--- src/rtl/regfile_pkg.sv ---
// Shared types for the integer register-file writeback path.
// Holds register geometry, the pending-write entry and the result source tag.
package regfile_pkg;

    localparam int REG_AW = 5;
    localparam int REG_DW = 32;
    localparam logic [REG_AW-1:0] REG_ZERO = '0;

    typedef struct packed {
        logic [REG_AW-1:0] rd;
        logic [REG_DW-1:0] data;
    } wb_entry_t;

    typedef enum logic {
        SRC_ALU = 1'b0,
        SRC_MEM = 1'b1
    } wb_src_e;

endpackage

--- src/rtl/wb_fifo.sv ---
// Circular buffer of pending register-file writes.
// Exposes the head and every slot so the owner can search pending values.
module wb_fifo
    import regfile_pkg::*;
#(
    parameter int DEPTH = 4
) (
    input  logic                        clk,
    input  logic                        reset,
    input  logic                        push,
    input  wb_entry_t                   push_entry,
    input  logic                        pop,
    output wb_entry_t                   head,
    output wb_entry_t [DEPTH-1:0]       entries,
    output logic [$clog2(DEPTH)-1:0]    rd_ptr,
    output logic [$clog2(DEPTH):0]      count
);

    localparam int PW = $clog2(DEPTH);

    logic [PW-1:0]         wr_ptr_q, wr_ptr_d;
    logic [PW-1:0]         rd_ptr_q, rd_ptr_d;
    logic [PW:0]           cnt_q, cnt_d;
    wb_entry_t [DEPTH-1:0] mem_q, mem_d;

    // Next pointers, occupancy and storage; push and pop may coincide.
    always_comb begin
        wr_ptr_d = wr_ptr_q;
        rd_ptr_d = rd_ptr_q;
        cnt_d    = cnt_q;
        mem_d    = mem_q;
        if (push) begin
            mem_d[wr_ptr_q] = push_entry;
            wr_ptr_d        = wr_ptr_q + 1'b1;
        end
        if (pop) begin
            rd_ptr_d = rd_ptr_q + 1'b1;
        end
        case ({push, pop})
            2'b10:   cnt_d = cnt_q + 1'b1;
            2'b01:   cnt_d = cnt_q - 1'b1;
            default: cnt_d = cnt_q;
        endcase
    end

    // Pointer and count registers; reset empties the buffer.
    always_ff @(posedge clk) begin
        if (reset) begin
            wr_ptr_q <= '0;
            rd_ptr_q <= '0;
            cnt_q    <= '0;
        end else begin
            wr_ptr_q <= wr_ptr_d;
            rd_ptr_q <= rd_ptr_d;
            cnt_q    <= cnt_d;
        end
    end

    // Storage slots carry no reset; only slots inside the count are ever read.
    always_ff @(posedge clk) begin
        mem_q <= mem_d;
    end

    assign head    = mem_q[rd_ptr_q];
    assign entries = mem_q;
    assign rd_ptr  = rd_ptr_q;
    assign count   = cnt_q;

endmodule

--- src/rtl/regfile_wb_arbiter.sv ---
// Writeback arbiter driving the single register-file write port.
// Macro REGFILE_WB_FWD_EN enables the pending-value forwarding search.
module regfile_wb_arbiter
    import regfile_pkg::*;
#(
    parameter int DEPTH = 4,
    parameter int AW    = 5,
    parameter int DW    = 32
) (
    input  logic                     clk,
    input  logic                     reset,
    input  logic                     alu_valid,
    output logic                     alu_ready,
    input  logic [AW-1:0]            alu_rd,
    input  logic [DW-1:0]            alu_data,
    input  logic                     mem_valid,
    output logic                     mem_ready,
    input  logic [AW-1:0]            mem_rd,
    input  logic [DW-1:0]            mem_data,
    output logic                     rf_w_enable,
    output logic [AW-1:0]            rf_data_addr,
    output logic [DW-1:0]            rf_data_in,
    input  logic [AW-1:0]            fwd_addr1,
    input  logic [AW-1:0]            fwd_addr2,
    output logic                     fwd_hit1,
    output logic                     fwd_hit2,
    output logic [DW-1:0]            fwd_data1,
    output logic [DW-1:0]            fwd_data2,
    output logic [$clog2(DEPTH):0]   pending_cnt
);

    localparam int PW = $clog2(DEPTH);
    localparam int CW = PW + 1;

    logic [1:0]      init_cnt_q, init_cnt_d;
    wb_src_e         rr_last_q, rr_last_d;
    logic            rf_w_enable_q, rf_w_enable_d;
    logic [AW-1:0]   rf_data_addr_q, rf_data_addr_d;
    logic [DW-1:0]   rf_data_in_q, rf_data_in_d;

    logic                  init_done;
    logic                  can_accept;
    logic                  push;
    logic                  pop;
    wb_entry_t             push_entry;
    wb_entry_t             head;
    wb_entry_t [DEPTH-1:0] entries;
    logic [PW-1:0]         rd_ptr;
    logic [CW-1:0]         cnt;

    assign init_done  = (init_cnt_q == 2'd2);
    assign can_accept = init_done && (cnt < CW'(DEPTH));
    assign pop        = init_done && (cnt != '0);

    // Grant at most one channel; on a tie the one not granted last wins.
    always_comb begin
        alu_ready = 1'b0;
        mem_ready = 1'b0;
        if (can_accept) begin
            if (alu_valid && mem_valid) begin
                if (rr_last_q == SRC_ALU) begin
                    mem_ready = 1'b1;
                end else begin
                    alu_ready = 1'b1;
                end
            end else if (alu_valid) begin
                alu_ready = 1'b1;
            end else if (mem_valid) begin
                mem_ready = 1'b1;
            end
        end
    end

    // Select the granted result; x0 destinations complete but are dropped.
    always_comb begin
        push_entry = '{rd: alu_rd, data: alu_data};
        push       = 1'b0;
        rr_last_d  = rr_last_q;
        if (mem_ready) begin
            push_entry = '{rd: mem_rd, data: mem_data};
            push       = (mem_rd != REG_ZERO);
            rr_last_d  = SRC_MEM;
        end else if (alu_ready) begin
            push       = (alu_rd != REG_ZERO);
            rr_last_d  = SRC_ALU;
        end
    end

    // Init window counter and drain of the FIFO head into the rf registers.
    always_comb begin
        init_cnt_d     = init_done ? init_cnt_q : init_cnt_q + 2'd1;
        rf_w_enable_d  = 1'b0;
        rf_data_addr_d = rf_data_addr_q;
        rf_data_in_d   = rf_data_in_q;
        if (pop) begin
            rf_w_enable_d  = 1'b1;
            rf_data_addr_d = head.rd;
            rf_data_in_d   = head.data;
        end
    end

    // Control and write-port registers.
    always_ff @(posedge clk) begin
        if (reset) begin
            init_cnt_q     <= 2'd0;
            rr_last_q      <= SRC_ALU;
            rf_w_enable_q  <= 1'b0;
            rf_data_addr_q <= '0;
            rf_data_in_q   <= '0;
        end else begin
            init_cnt_q     <= init_cnt_d;
            rr_last_q      <= rr_last_d;
            rf_w_enable_q  <= rf_w_enable_d;
            rf_data_addr_q <= rf_data_addr_d;
            rf_data_in_q   <= rf_data_in_d;
        end
    end

    wb_fifo #(
        .DEPTH(DEPTH)
    ) u_fifo (
        .clk       (clk),
        .reset     (reset),
        .push      (push),
        .push_entry(push_entry),
        .pop       (pop),
        .head      (head),
        .entries   (entries),
        .rd_ptr    (rd_ptr),
        .count     (cnt)
    );

    assign rf_w_enable  = rf_w_enable_q;
    assign rf_data_addr = rf_data_addr_q;
    assign rf_data_in   = rf_data_in_q;
    assign pending_cnt  = cnt;

`ifdef REGFILE_WB_FWD_EN
    logic [PW-1:0] idx;

    // Oldest-to-youngest scan so the youngest matching write wins.
    always_comb begin
        fwd_hit1  = 1'b0;
        fwd_hit2  = 1'b0;
        fwd_data1 = '0;
        fwd_data2 = '0;
        idx       = '0;
        if (rf_w_enable_q) begin
            if (rf_data_addr_q == fwd_addr1) begin
                fwd_hit1  = 1'b1;
                fwd_data1 = rf_data_in_q;
            end
            if (rf_data_addr_q == fwd_addr2) begin
                fwd_hit2  = 1'b1;
                fwd_data2 = rf_data_in_q;
            end
        end
        for (int i = 0; i < DEPTH; i++) begin
            idx = rd_ptr + PW'(i);
            if (CW'(i) < cnt) begin
                if (entries[idx].rd == fwd_addr1) begin
                    fwd_hit1  = 1'b1;
                    fwd_data1 = entries[idx].data;
                end
                if (entries[idx].rd == fwd_addr2) begin
                    fwd_hit2  = 1'b1;
                    fwd_data2 = entries[idx].data;
                end
            end
        end
        if (fwd_addr1 == REG_ZERO) begin
            fwd_hit1  = 1'b0;
            fwd_data1 = '0;
        end
        if (fwd_addr2 == REG_ZERO) begin
            fwd_hit2  = 1'b0;
            fwd_data2 = '0;
        end
    end
`else
    logic unused_fwd;

    assign unused_fwd = ^{fwd_addr1, fwd_addr2, entries, rd_ptr};
    assign fwd_hit1   = (cnt != '0) || rf_w_enable_q;
    assign fwd_hit2   = (cnt != '0) || rf_w_enable_q;
    assign fwd_data1  = '0;
    assign fwd_data2  = '0;
`endif

endmodule

--- config.mk ---
export PLATFORM = sky130hd
export DESIGN_NAME = regfile_wb_arbiter
export DESIGN_NICKNAME = d
export VERILOG_FILES = /design/src/rtl/regfile_pkg.sv /design/src/rtl/wb_fifo.sv /design/src/rtl/regfile_wb_arbiter.sv
export SDC_FILE = /design/constraint.sdc
export NUM_CORES = 1
export LEC_CHECK = 0
export ABC_AREA = 1
export BUFFER_PORTS_ARGS = -buffer_cell sky130_fd_sc_hd__buf_2
export CAP_MARGIN = 10
export CORE_ASPECT_RATIO = 0.6
export CORE_UTILIZATION = 51
export DETAILED_ROUTE_END_ITERATION = 12
export GPL_TIMING_DRIVEN = 1
export PLACE_DENSITY = 0.74
export SYNTH_ARGS = -nofsm -noshare
export SYNTH_HDL_FRONTEND = slang
export SYNTH_SLANG_ARGS = --single-unit
--- constraint.sdc ---
create_clock -name clk -period 7.3 [get_ports clk]
set_clock_uncertainty 0.15 [all_clocks]
set_input_delay 0.73 -clock clk [delete_from_list [all_inputs] [get_ports clk]]
set_output_delay 0.73 -clock clk [all_outputs]
set_load 0.01 [all_outputs]
==> flow_summary.yaml <==
sta:
  setup_tns_ns: 0
  rsz0062_at_grt: "false"
  min_period_over_period_pct: 51.2
  setup_viol: 0
  worstMarginPinSlew_ns: 0.994
  fin_crit_ns: 3.73
  fmaxAchievable_ghz: 0.268
  slew_headroom_pct: 33.8
  drv_slew: 0
  hold_violations: 0
yosys:
  ys_seq_area_share_pct: 62.9
  synth_top_area_share_pct: 51.7
  ys.warnings.count: 0
  synth_area_per_cell_um2: 9.89
  netlist_instances: 869
  synth_top_flop_cell: "edfxtp_1"
  ys_seq_elements: 196
  synthTopCellsByArea: "edfxtp_1 (52%), dfxtp_1 (11%), nand2_1 (8.3%), nor2_1 (7.3%), buf_4 (6.4%)"
  synthesis.area_um2: 8590
  synth_top_area_cell: "edfxtp_1"
  synth_edf_count: 148
  async_flop_share_pct: 0
  yosysUniqueCellTypes: 22
layout:
  seqCellArea_um2: 5410
  filler_cell_count: 1362
  layout.cells.non_filler: 1212
  multi_input_area_um2: 2460
  n_antenna_cell: 0
  drive_gt1_share_pct: 18.0
  syn_to_final_growth_pct: 12.2
  nets: 1066
cts:
  cts_buffer_depth: 2
  cts.repair.resized: 0
  worstSkewPairLatency_ns: 0.43
  cts_buffers: 17
  cts_setup_buffers: 0
  htreeDepth: 4
  cts.sinks: 196
  tritoncts: "yes"
  clockRootBuffer: "clkbuf_16"
  clk_pin_slew_ns: 0.07
  holdBufCountCts: 0
routing:
  drc: 0
  highest_layer: "met4"
  vias_per_cell: 4.72
  wl_met2_um: 8070
  vias: 5726
  routedWlPerCell_um: 14.3
  wl_met1_um: 8240
  wl_met3_um: 904
  drtAntennaViolNets: 0
  drtPass1Iterations: 5
  drt_iter0_drc: 362
  wl_um: 17400
run_status:
  run_status: "completed"
grt:
  grt_usage_pct: 20.7
  grt_pass1_wl_um: 26700
  grt_max_degree: 77
  grt-ovfl-total: 0
  antenna_found_initial: 0
  first_global_vias: 5140
placement:
  dp.cells: 1180
  io_buffer_count: 122
  dp_hpwl_um: 9860
  gp_congestion: 0.749
pwr:
  ir_drop_mv: 0.149
  power-per-cell-area_nw_per_um2: 275
  intPower_mw: 1.95
  switchingPower_mw: 0.701
  seq_power_share_pct: 50.3
  swShare_pct: 26.4
  power_frac_comb_pct: 14.4
  p_clk_share_pct: 35.3
  power_leakage_nw: 4.11
critical_path:
  reg2reg_depth: 11
  crit_chain: "inv_1 > ha_1 > nand2_2 > inv_2 > ha_1 > inv_1 > fa_1 > or2_2 > nand2_1 > o21ai_0 > a21oi_1"
  cp.required_ns: 7.51
  timing.critical_path.buf_inv: 3
  cpPeakStageDelay_ns: 0.93
  crit_slowest_cell: "inv_2"
  reg2reg_to: "u_fifo.count[2]"
  regToRegSetupSlack_ns: 3.57
  cp-end-kind: "flop"
  critical_path_class: "reg -> reg"
  cpLargestDelayFamily: "buffers and inverters"
  r2r-start: "init_cnt_q[0]"
  worstPathMaxFanout: 42
  start_kind: "flop"
  cp.arrival_ns: 3.94
min_path:
  hold_class: "reg -> reg"
  min_path_cells: 2
  hp-start: "init_cnt_q[0]"
  hold_path_end: "init_cnt_q[0]"
die:
  dieWidth_um: 170
  start_util_pct: 52.6
  row_count: 36
  core_area_um2: 16400
  dieArea_um2: 17400
  die_y_um: 103
  io_pins: 197
run:
  cap_violations: 0
cells in the mapped netlist, types with 2 or more instances:
cell type / instances
clkbuf_1: 12
nand2_1: 190
or2_2: 2
nor2_1: 167
nand3_1: 7
edfxtp_1: 148
ha_1: 6
o21ai_0: 68
inv_2: 7
a31oi_1: 37
inv_1: 50
buf_6: 10
buf_2: 15
dfxtp_1: 48
o21ai_1: 13
buf_4: 73
a21oi_1: 11
worst max-delay path by stage:
stage	slack, ns	to	startpoint	cells after the start
6_report	3.57	u_fifo.count[2]	init_cnt_q[0]	11
5_1_grt	3.27	u_fifo.count[2]	init_cnt_q[0]	11
4_1_cts	3.57	u_fifo.count[2]	init_cnt_q[0]	11
3_3_place_gp	3.64	u_fifo.count[2]	init_cnt_q[0]	11
3_5_place_dp	3.58	u_fifo.count[2]	init_cnt_q[0]	11
2_1_floorplan	3.83	u_fifo.entries[0]	alu_valid	6
sequential cells by signal, indices dropped and copies added (netlist names):
| register | flops |
|---|---|
| u_fifo.count | 3 |
| u_fifo.wr_ptr_q | 2 |
| rf_data_in | 32 |
| rr_last_q | 1 |
| u_fifo.rd_ptr | 2 |
| init_cnt_q | 2 |
| rf_w_enable | 1 |
| u_fifo.entries | 148 |
| rf_data_addr | 5 |
cell usage in the layout (no fill, tap or decap), drive strengths merged:
cell | synthesis | final
clkinv | 1 | 2
fa | 1 | 1
inv | 57 | 62
ha | 6 | 6
nor2 | 168 | 168
dfxtp | 48 | 48
nand2 | 191 | 191
buf | 98 | 130
conb | 1 | 64
o21ai | 81 | 81
or2 | 2 | 2
bufinv | 0 | 2
clkbuf | 12 | 21
nand3 | 7 | 7
edfxtp | 148 | 148
a21oi | 11 | 11
a31oi | 37 | 37
clkinvlp | 0 | 3
per-stage QoR:
step | setup slack (ns) | hold WS [ns] | cell area, µm² | power (mW) | util, %
2_1_floorplan | 3.83 | 0.302 | 8830 | 1.65 | -
3_3_place_gp | 3.64 | 0.321 | 9040 | 1.73 | 55.3
3_5_place_dp | 3.58 | 0.322 | 9040 | 1.74 | 55.3
4_1_cts | 3.57 | 0.333 | 9650 | 2.67 | 59.0
5_1_grt | 3.27 | 0.353 | 9650 | 2.78 | 59.0
6_report | 3.57 | 0.332 | 9650 | 2.66 | 59.0
power by group through the flow:
stage                     sequential, mW  clock [mW]  combinational, mW
after detailed placement            1.36           0              0.384
after floorplan                     1.37           0              0.288
after CTS                           1.34       0.952              0.386
after global routing                1.34       0.997              0.439
after global placement              1.36           0              0.374
final                               1.34       0.937              0.384
cell type report:
type / instances / share of cell area, %
clock buffer: 21 / 4.77
inverter: 58 / 2.26
multi-input combinational: 568 / 25.5
timing repair buffer: 130 / 6.95
tap: 228 / 2.96
clock inverter: 11 / 1.48
sequential: 196 / 56.1
worst min-delay path: cells and delay by family, from the launching register on:
family	cells	cell delay [ns]
compound gates	1	0.07
flops	1	0.30
buf+inv	1	0.07
per-layer routing:
layer	global-route usage, %	vias to the layer above
li1	-	2932
met1	28.1	2607
met2	34.5	170
met3	2.99	17
met4	7.48	0
met5	0	-
cells by family after synthesis:
logic type,Yosys count,share of synthesized area [%]
and+or+nand+nor,368,16.3
DFF,196,62.9
buffers and inverters,168,11.6
AOI/OAI and AO/OA,129,8.05
adders and majority gates,7,1.11
other,1,0.0436
Note: power is estimated with default switching activity, not from simulation.
